[src/rtl/mdc_ctrl_pkg.sv]
// Shared types and defaults for the MDC FFT frame controller.
package mdc_ctrl_pkg;

  typedef enum logic [1:0] {
    IDLE,
    LOAD,
    WAIT
  } mdc_state_e;

  localparam int unsigned MDC_BEATS       = 8;
  localparam int unsigned MDC_OUT_LAT     = 28;
  localparam int unsigned MDC_MIN_SPACING = 40;
  localparam int unsigned MDC_CNT_W       = 6;

  // True when v lies in the inclusive range [lo, hi].
  function automatic logic cnt_in_range(input int unsigned v,
                                        input int unsigned lo,
                                        input int unsigned hi);
    return (v >= lo) && (v <= hi);
  endfunction

endpackage

[src/rtl/mdc_frame_ctrl_sat_counter.sv]
// Clear/enable up-counter that holds at LIMIT; reset and clear values are parameters.
module mdc_sat_counter #(
  parameter int unsigned W       = 6,
  parameter int unsigned LIMIT   = 63,
  parameter int unsigned RST_VAL = 0,
  parameter int unsigned CLR_VAL = 0
) (
  input  logic         clk_i,
  input  logic         rst_i,
  input  logic         clr_i,
  input  logic         en_i,
  output logic [W-1:0] cnt_o
);

  logic [W-1:0] cnt;

  // Reset has priority, then clear, then a saturating increment.
  always_ff @(posedge clk_i) begin
    if (rst_i) begin
      cnt <= W'(RST_VAL);
    end else if (clr_i) begin
      cnt <= W'(CLR_VAL);
    end else if (en_i && (cnt != W'(LIMIT))) begin
      cnt <= cnt + W'(1);
    end
  end

  assign cnt_o = cnt;

endmodule

[src/rtl/mdc_frame_ctrl.sv]
// Frame sequencer for the radix-4 MDC 32-point FFT: input handshake, start
// pulse, minimum start spacing and output-side framing.
module mdc_frame_ctrl
  import mdc_ctrl_pkg::*;
#(
  parameter int unsigned BEATS       = MDC_BEATS,
  parameter int unsigned OUT_LAT     = MDC_OUT_LAT,
  parameter int unsigned MIN_SPACING = MDC_MIN_SPACING,
  parameter int unsigned CNT_W       = MDC_CNT_W
) (
  input  logic        clk_i,
  input  logic        rst_i,
  input  logic        enable_i,
  input  logic        in_valid_i,
  input  logic        in_sof_i,
  output logic        in_ready_o,
  output logic        start_mdc_o,
  output logic        out_valid_o,
  output logic        out_sof_o,
  output logic        out_eof_o,
  output logic        out_err_o,
  output logic        busy_o,
  output logic        err_gap_o,
  output logic        err_sof_o,
  output logic        err_drop_o,
  input  logic        err_clr_i,
  output logic [15:0] frame_cnt_o
);

  localparam int unsigned BW      = (BEATS > 2) ? $clog2(BEATS) : 1;
  localparam int unsigned CNT_MAX = (2 ** CNT_W) - 1;
  // Outputs are registered decodes, so the window is decoded one count early.
  localparam int unsigned WIN_LO  = OUT_LAT - 1;
  localparam int unsigned WIN_HI  = OUT_LAT + BEATS - 2;

  if (OUT_LAT + BEATS > MIN_SPACING) begin : g_chk_overlap
    $error("mdc_frame_ctrl: OUT_LAT + BEATS must not exceed MIN_SPACING");
  end
  if (CNT_MAX < MIN_SPACING) begin : g_chk_cnt_w
    $error("mdc_frame_ctrl: CNT_W too small for MIN_SPACING");
  end
  if (OUT_LAT < 1) begin : g_chk_lat
    $error("mdc_frame_ctrl: OUT_LAT must be at least 1");
  end

  mdc_state_e    state;
  logic          start;
  logic          in_load;
  logic          in_idle;
  logic [CNT_W-1:0] cyc;
  logic [BW-1:0] beat;
  logic          bad;
  logic          gap_ev;
  logic          sof_ev;
  logic          drop_ev;
  logic          in_win;
  logic          ov_q;
  logic          sof_q;
  logic          eof_q;
  logic          err_q;
  logic          gap_q;
  logic          sofe_q;
  logic          drop_q;
  logic [15:0]   fcnt;

  assign in_idle = (state == IDLE);
  assign in_load = (state == LOAD);

  assign start       = ~rst_i & in_idle & enable_i & in_valid_i & in_sof_i;
  assign start_mdc_o = start;
  assign in_ready_o  = ~rst_i & (in_idle ? enable_i : in_load);

  assign gap_ev  = in_load & ~in_valid_i;
  assign sof_ev  = in_load & in_valid_i & in_sof_i;
  assign drop_ev = in_idle & enable_i & in_valid_i & ~in_sof_i;

  // Both counters load 1 on the start edge so each holds the index of the
  // current cycle relative to the start cycle (which is index 0).
  mdc_sat_counter #(
    .W       (CNT_W),
    .LIMIT   (CNT_MAX),
    .RST_VAL (CNT_MAX),
    .CLR_VAL (1)
  ) u_cyc_cnt (
    .clk_i (clk_i),
    .rst_i (rst_i),
    .clr_i (start),
    .en_i  (1'b1),
    .cnt_o (cyc)
  );

  mdc_sat_counter #(
    .W       (BW),
    .LIMIT   (BEATS - 1),
    .RST_VAL (0),
    .CLR_VAL (1)
  ) u_beat_cnt (
    .clk_i (clk_i),
    .rst_i (rst_i),
    .clr_i (start),
    .en_i  (in_load),
    .cnt_o (beat)
  );

  // Frame state: accept in IDLE, consume fixed beat slots in LOAD, hold off in WAIT.
  always_ff @(posedge clk_i) begin
    if (rst_i) begin
      state <= IDLE;
    end else begin
      case (state)
        IDLE: if (start) state <= LOAD;
        LOAD: if (beat == BW'(BEATS - 1)) state <= WAIT;
        WAIT: if (cyc >= CNT_W'(MIN_SPACING - 1)) state <= IDLE;
        default: state <= IDLE;
      endcase
    end
  end

  // Per-frame bad flag, cleared by each start and set by any input gap.
  always_ff @(posedge clk_i) begin
    if (rst_i) begin
      bad <= 1'b0;
    end else if (start) begin
      bad <= 1'b0;
    end else if (gap_ev) begin
      bad <= 1'b1;
    end
  end

  assign in_win = cnt_in_range(int'(cyc), WIN_LO, WIN_HI);

  // Registered output framing decoded from the cycle counter.
  always_ff @(posedge clk_i) begin
    if (rst_i) begin
      ov_q  <= 1'b0;
      sof_q <= 1'b0;
      eof_q <= 1'b0;
      err_q <= 1'b0;
    end else begin
      ov_q  <= in_win;
      sof_q <= (cyc == CNT_W'(WIN_LO));
      eof_q <= (cyc == CNT_W'(WIN_HI));
      err_q <= in_win & bad;
    end
  end

  // Completed output frames, counted on the last output beat.
  always_ff @(posedge clk_i) begin
    if (rst_i) begin
      fcnt <= '0;
    end else if (eof_q) begin
      fcnt <= fcnt + 16'd1;
    end
  end

  // Sticky error flags; a coincident event wins over the clear.
  always_ff @(posedge clk_i) begin
    if (rst_i) begin
      gap_q  <= 1'b0;
      sofe_q <= 1'b0;
      drop_q <= 1'b0;
    end else begin
      gap_q  <= (gap_q  & ~err_clr_i) | gap_ev;
      sofe_q <= (sofe_q & ~err_clr_i) | sof_ev;
      drop_q <= (drop_q & ~err_clr_i) | drop_ev;
    end
  end

  assign out_valid_o = ov_q;
  assign out_sof_o   = sof_q;
  assign out_eof_o   = eof_q;
  assign out_err_o   = err_q;
  assign busy_o      = ~rst_i & (~in_idle | ov_q);
  assign err_gap_o   = gap_q;
  assign err_sof_o   = sofe_q;
  assign err_drop_o  = drop_q;
  assign frame_cnt_o = fcnt;

endmodule

[config.mk]
export PLATFORM = sky130hd
export DESIGN_NAME = mdc_frame_ctrl
export DESIGN_NICKNAME = d
export VERILOG_FILES = /design/src/rtl/mdc_ctrl_pkg.sv /design/src/rtl/mdc_frame_ctrl_sat_counter.sv /design/src/rtl/mdc_frame_ctrl.sv
export SDC_FILE = /design/constraint.sdc
export NUM_CORES = 1
export LEC_CHECK = 0
export ABC_AREA = 1
export ABC_CLOCK_PERIOD_IN_PS = 1800
export BUFFER_PORTS_ARGS = -buffer_cell sky130_fd_sc_hd__buf_2
export CELL_PAD_IN_SITES_DETAIL_PLACEMENT = 1
export CELL_PAD_IN_SITES_GLOBAL_PLACEMENT = 1
export CORE_AREA = 3 3 70 72
export DETAILED_ROUTE_END_ITERATION = 16
export DIE_AREA = 0 0 73 75
export PLACE_DENSITY = 0.84
export SYNTH_ARGS = -nofsm -noshare
export SYNTH_HDL_FRONTEND = slang
export SYNTH_SLANG_ARGS = --single-unit
[constraint.sdc]
create_clock -name clk_i -period 1.8 [get_ports clk_i]
set_input_delay 0.27 -clock clk_i [delete_from_list [all_inputs] [get_ports clk_i]]
set_output_delay 0.27 -clock clk_i [all_outputs]
set_load 0.03 [all_outputs]
==> impl_metrics.csv, run 1 <==
group,metric,value,unit
cts,ctsResizeCount,0,
min_path,min_from,"err_clr_i",
setup_path,cp.arrival,1.36,ns
synthesis,ys_types,25,
die,die_w,73,µm
timing,timing.fmax,613,MHz
synthesis,synthFlopType,"dfxtp_1",
cells_and_area,syn2layout_area_growth,17.8,%
timing,worst_hold_slack,0.270,ns
synthesis,syn_nets,248,
setup_path,path_buf_inv,2,
drt,vias_per_cell,5.05,
synthesis,postSynth.asyncResetShare,0,%
global_routing,antenna_found_initial,0,
drt,wl_per_cell,13.0,µm
synthesis,yosysWarningCount,0,
setup_path,cp_max_fo,5,
die,rows,24,
setup_path,cp_top_family,"buffers and inverters",
die,die_h,75,µm
power_and_ir_drop,leakagePower,0.000954,µW
min_path,holdPathEnd,"err_drop_o",
cells_and_area,n_fill_cell,582,
synthesis,synth_common_cells,"44 x nand2_1, 35 x dfxtp_1, 35 x inv_1, 26 x nor2_1, 23 x a21oi_1",
setup_path,r2r_slack,0.24,ns
synthesis,syn_avg_cell_area,7.17,µm²
timing,period_needed,1.63,ns
drt,ant_nets,0,
timing,worst_pin_slew,0.327,ns
flow_run,maxCapViolCount,0,
timing,finalCritPeriodShare,90.6,%
placed_design,hpwl,3.23,mm
cells_and_area,fin_util,45.8,%
power_and_ir_drop,p_per_area,1010,nW/µm²
setup_path,critPathLaunchType,"flop",
synthesis,synth_edf_count,0,
setup_path,crit_chain,"nor2_1, nand4_2, inv_1, buf_2",
cts,holdBufCountCts,0,
global_routing,grt_start_max_net_pins,18,
cts,cts_setup_buffers,0,
die,die_area,5480,µm²
min_path,hp-class,"in2reg",
drt,first_iter_violations,36,
drt,routed_wl,4.23,mm
min_path,min_path_cells,4,
timing,finalMaxSlewViolations,0,
die,io_pins,32,
placed_design,placed_cell_area,1920,µm²
cts,root_buffer,"clkbuf_8",
placed_design,portBuffers,31,
cells_and_area,diodes,0,
setup_path,ff2ff_path_depth,6,
timing,final.setup_skew,0.00321,ns
cells_and_area,finalNetCount,286,
placed_design,gp_congestion,0.832,
timing,report.final.hold_viol_count,0,
cells_and_area,layout-drive-gt1-share,19.8,%
timing,slew_headroom,78.0,%
global_routing,grt_first_pass_wirelength,7.25,mm
synthesis,netlist_area,1690,µm²
timing,setup_tns,0,ns
drt,drc,0,
drt,vias,1642,
cts,cts_sinks,35,
synthesis,synthMostInstantiatedCell,"nand2_1",
timing,setup_viol,0,
synthesis,synth_seq_cells,35,
die,fp.coreArea,4350,µm²
synthesis,synth_seq_area_share,41.4,%
setup_path,slowest_delay,0.36,ns
run_status,status,"finished, final reports clean",
setup_path,crit_type,"reg2out",
cts,cts_made_buffers,5,
setup_path,critical_path_required,1.53,ns
cts,worstSkewPairLatency,0.29,ns
global_routing,grt_pass1_vias,1636,
power_and_ir_drop,peakVddDrop,0.739,mV
setup_path,crit_path_end_kind,"output port",
synthesis,syn-instance-count,236,
timing,rsz0062_at_grt,"false",
synthesis,netlist.area_leader.share,41.4,%
setup_path,timing.rr.start,"u_cyc_cnt.cnt_o[0]",
cells_and_area,fin_area,1990,µm²
cts,cts_tree,"done",
cts,clkTransAtPathRegs,0.07,ns
global_routing,grtUsageTotal,17.0,%
setup_path,worstReg2RegEnd,"u_cyc_cnt.cnt_o[1]",
global_routing,grt-ovfl-total,0,
die,initial_core_util,38.9,%
cts,htreeDepth,2,
setup_path,critPathSlowestCell,"dfxtp_1",
synthesis,yosys.area.top_type,"dfxtp_1",
synthesis,synth_area_leaders,"dfxtp_1 41%, nand2_1 9.8%, inv_1 7.8%, a21oi_1 6.8%, nor2_1 5.8%",
cts,clockBufferDepth,2,
drt,drtPass1Iterations,4,
## worst register-to-register path: stages, from the launching register on
cell      delay (ns)
dfxtp_1         0.48
ha_1            0.31
nand3_2         0.13
nor2_2          0.21
inv_2           0.08
o211ai_1        0.16
nand2_1         0.07
## flip-flops by register name (all words and copies together), names as in the netlist, 2 cells and up
signal and count:
u_cyc_cnt.cnt_o 6, state 2, frame_cnt_o 16, u_beat_cnt.cnt_o 3
## metrics by stage
step | std cells | worst slack, ns | power (µW)
floorplan | 236 | 0.333 | 1350
global placement | 319 | 0.361 | 1470
detailed placement | 319 | 0.263 | 1490
CTS | 325 | 0.142 | 2040
global route | 325 | 0.0739 | 2170
finish | 325 | 0.169 | 2020
## report_power, final
part,switching (µW),total [µW],internal (µW)
Combinational,333,527,194
Sequential,111,955,844
Clock,276,534,258
Total,721,2020,1300
## cells in the final DEF, fill, tap and decap left out, drive strengths merged
cell	n
nand2	45
nor2	31
ha	6
inv	37
o211ai	2
nand3	18
nor3	7
nand4	5
xor2	2
clkbuf	6
o21ai	18
nand3b	2
buf	34
clkinv	1
a211oi	1
a21oi	23
dfxtp	35
## cell families after synthesis
family,Yosys count,synth area share [%]
AND/OR/NAND/NOR,108,30.0
AO/OA/AOI/OAI,44,13.9
XOR/XNOR,2,1.03
adder cells (fa/ha/maj),6,4.43
buffers and inverters,41,9.24
flip-flops,35,41.4
## routing by layer
layer / GRT usage (%) / wire [µm] / up-vias
li1: - / - / 838
met1: 19.4 / 1850 / 776
met2: 30.4 / 2170 / 22
met3: 5.47 / 175 / 6
met4: 4.92 / 39 / 0
met5: 0 / 0 / -
## layout make-up
type	count	area, µm²	share of cell area [%]
clock buffer	6	72.6	3.64
inverter	38	143	7.15
tap	52	65.1	3.26
multi-input combinational	160	836	41.9
sequential	35	701	35.1
timing repair buffer	34	178	8.91
## worst max-delay path by stage
stage / endpoint / cells past startpoint / from
2_1_floorplan: frame_cnt_o[12] / 6 / frame_cnt_o[0]
3_3_place_gp: u_cyc_cnt.cnt_o[1] / 6 / u_cyc_cnt.cnt_o[1]
3_5_place_dp: u_cyc_cnt.cnt_o[1] / 6 / u_cyc_cnt.cnt_o[1]
4_1_cts: start_mdc_o / 4 / state[1]
5_1_grt: start_mdc_o / 4 / state[1]
6_report: start_mdc_o / 4 / state[1]
No activity file was read; power rests on OpenSTA's default activity.
==> run 2, diff against run 1 <==
==> constraint.sdc (replaced) <==
create_clock -name clk_i -period 1.8 [get_ports clk_i]
set_input_delay 0.27 -clock clk_i [delete_from_list [all_inputs] [get_ports clk_i]]
set_output_delay 0.27 -clock clk_i [all_outputs]
set_load 0.005 [all_outputs]
==> run 2 against run 1 <==
Sequential share of layout area down 0.35 points. Count of clock-buffer cells in the layout up 2. Combinational power shrank 5.1%. Clock skew increased by 0.0015 ns. Global-route usage up 0.26 points. Cell area up 1.0%. Non-clock buffer count fell by 1. Power increased by 3.2%. First-iteration DRC count is 61% higher. Die area did not move. Cell count increased by 0.31%. Core utilization grew 0.46 points. Critical path type unchanged. Highest routed layer unchanged.
==> impl_metrics.csv, run 2 (synthesized netlist as in run 1, its figures left out) <==
group,metric,value,unit
timing,finalMaxSlewViolations,0,
cts,clockBufferDepth,2,
timing,setup_tns,0,ns
cts,holdBufCountCts,0,
placed_design,placed_cell_area,1910,µm²
drt,drc,0,
setup_path,critical_path_required,1.53,ns
cells_and_area,diodes,0,
cells_and_area,layout_commonest_cell,"nand2_1",
global_routing,grt_pass1_vias,1687,
timing,layout_setup_ws,0.133,ns
power_and_ir_drop,p_per_area,1030,nW/µm²
global_routing,grt_start_max_net_pins,18,
cts,cts_sinks,35,
run_status,status,"finished, final reports clean",
die,die_h,75,µm
cells_and_area,final_cell_mix,"44 x nand2_1, 35 x inv_1, 35 x dfxtp_1",
cells_and_area,finalNetCount,285,
die,die_area,5480,µm²
timing,rsz0062_at_grt,"false",
flow_run,maxCapViolCount,0,
global_routing,grtUsageTotal,17.3,%
timing,worst_pin_slew,0.307,ns
power_and_ir_drop,leakagePower,0.000966,µW
drt,dr.max_layer_used,"met4",
cells_and_area,fin_area,2010,µm²
global_routing,grt_first_pass_wirelength,7.41,mm
drt,routed_wl,4.30,mm
setup_path,cp.arrival,1.40,ns
timing,period_needed,1.67,ns
cts,root_buffer,"clkbuf_8",
cts,clkTransAtPathRegs,0.07,ns
global_routing,grt-ovfl-total,0,
die,fp.coreArea,4350,µm²
timing,final.setup_skew,0.00472,ns
timing,setup_viol,0,
placed_design,gp_congestion,0.794,
die,io_pins,32,
timing,finalCritPeriodShare,92.6,%
cells_and_area,layout-drive-gt1-share,20.1,%
die,die_w,73,µm
placed_design,portBuffers,31,
timing,report.final.hold_viol_count,0,
timing,slew_headroom,79.5,%
setup_path,crit_path_end_kind,"output port",
cells_and_area,largest_reg_flops,16,
placed_design,hpwl,3.27,mm
setup_path,cp_max_fo,7,
cts,cts_tree,"done",
drt,drtPass1Iterations,4,
cts,cts_setup_buffers,0,
drt,wl_met1,1.90,mm
drt,wl_met3,181,µm
die,rows,24,
global_routing,antenna_found_initial,0,
power_and_ir_drop,peakVddDrop,0.554,mV
cts,htreeDepth,2,
cts,cts_made_buffers,5,
die,initial_core_util,38.9,%
cells_and_area,syn2layout_area_growth,19.0,%
placed_design,dp_slack,0.261,ns
setup_path,critPathLaunchType,"flop",
drt,first_iter_violations,58,
drt,vias_per_cell,5.03,
cts,worstSkewPairLatency,0.29,ns
drt,wl_met2,2.14,mm
drt,wl_per_cell,13.2,µm
drt,ant_nets,0,
setup_path,crit_type,"reg2out",
drt,vias,1639,
min_path,hp-class,"in2reg",
timing,timing.fmax,600,MHz
run 2: final timing paths:
check	startpoint	endpoint	slack, ns	cells past startpoint
worst max-delay path	state[1]	start_mdc_o	0.13	4
worst min-delay path	err_clr_i	err_sof_o	0.26	4
worst max register to register	u_cyc_cnt.cnt_o[1]	u_cyc_cnt.cnt_o[1]	0.26	6
worst min register to register	bad	out_err_o	0.45	2
run 2: stage by stage:
stage | utilization (%) | total power (µW) | hold slack [ns] | instances
4_1_cts | 46.3 | 2110 | 0.256 | 326
6_report | 46.3 | 2080 | 0.261 | 326
5_1_grt | 46.3 | 2240 | 0.281 | 326
3_3_place_gp | 44.0 | 1450 | 0.443 | 318
2_1_floorplan | - | 1330 | 0.424 | 236
3_5_place_dp | 44.0 | 1470 | 0.448 | 318
run 2: per-layer routing:
metal	vias up	GRT usage, %
li1	838	-
met1	769	19.1
met2	24	31.6
met3	8	4.14
met4	0	7.17
met5	-	0
run 2: repair_timing:
item / in CTS / in global routing
endpoints found under the setup margin: 0 / 1
gates resized for setup: 0 / 0
endpoints found under the hold margin: 0 / 0
run 2: final cells by class:
cell class / count / area [µm²]
fill: 581 / 2340
inverter: 38 / 143
sequential: 35 / 701
tap: 52 / 65.1
multi-input combinational: 160 / 836
timing repair buffer: 33 / 170
clock buffer: 8 / 100
run 2: worst max-delay path: stages (launching register included):
cell     delay, ns
dfxtp_1       0.36
nor2_1        0.20
nand4_2       0.24
inv_1         0.18
buf_2         0.13
run 2: power by group:
group          leakage [µW]  internal (µW)  total [µW]  switching [µW]
logic              0.000631            193         500             307
clock network     0.0000515            349         635             285
registers          0.000284            844         946             103
total              0.000966           1390        2080             695
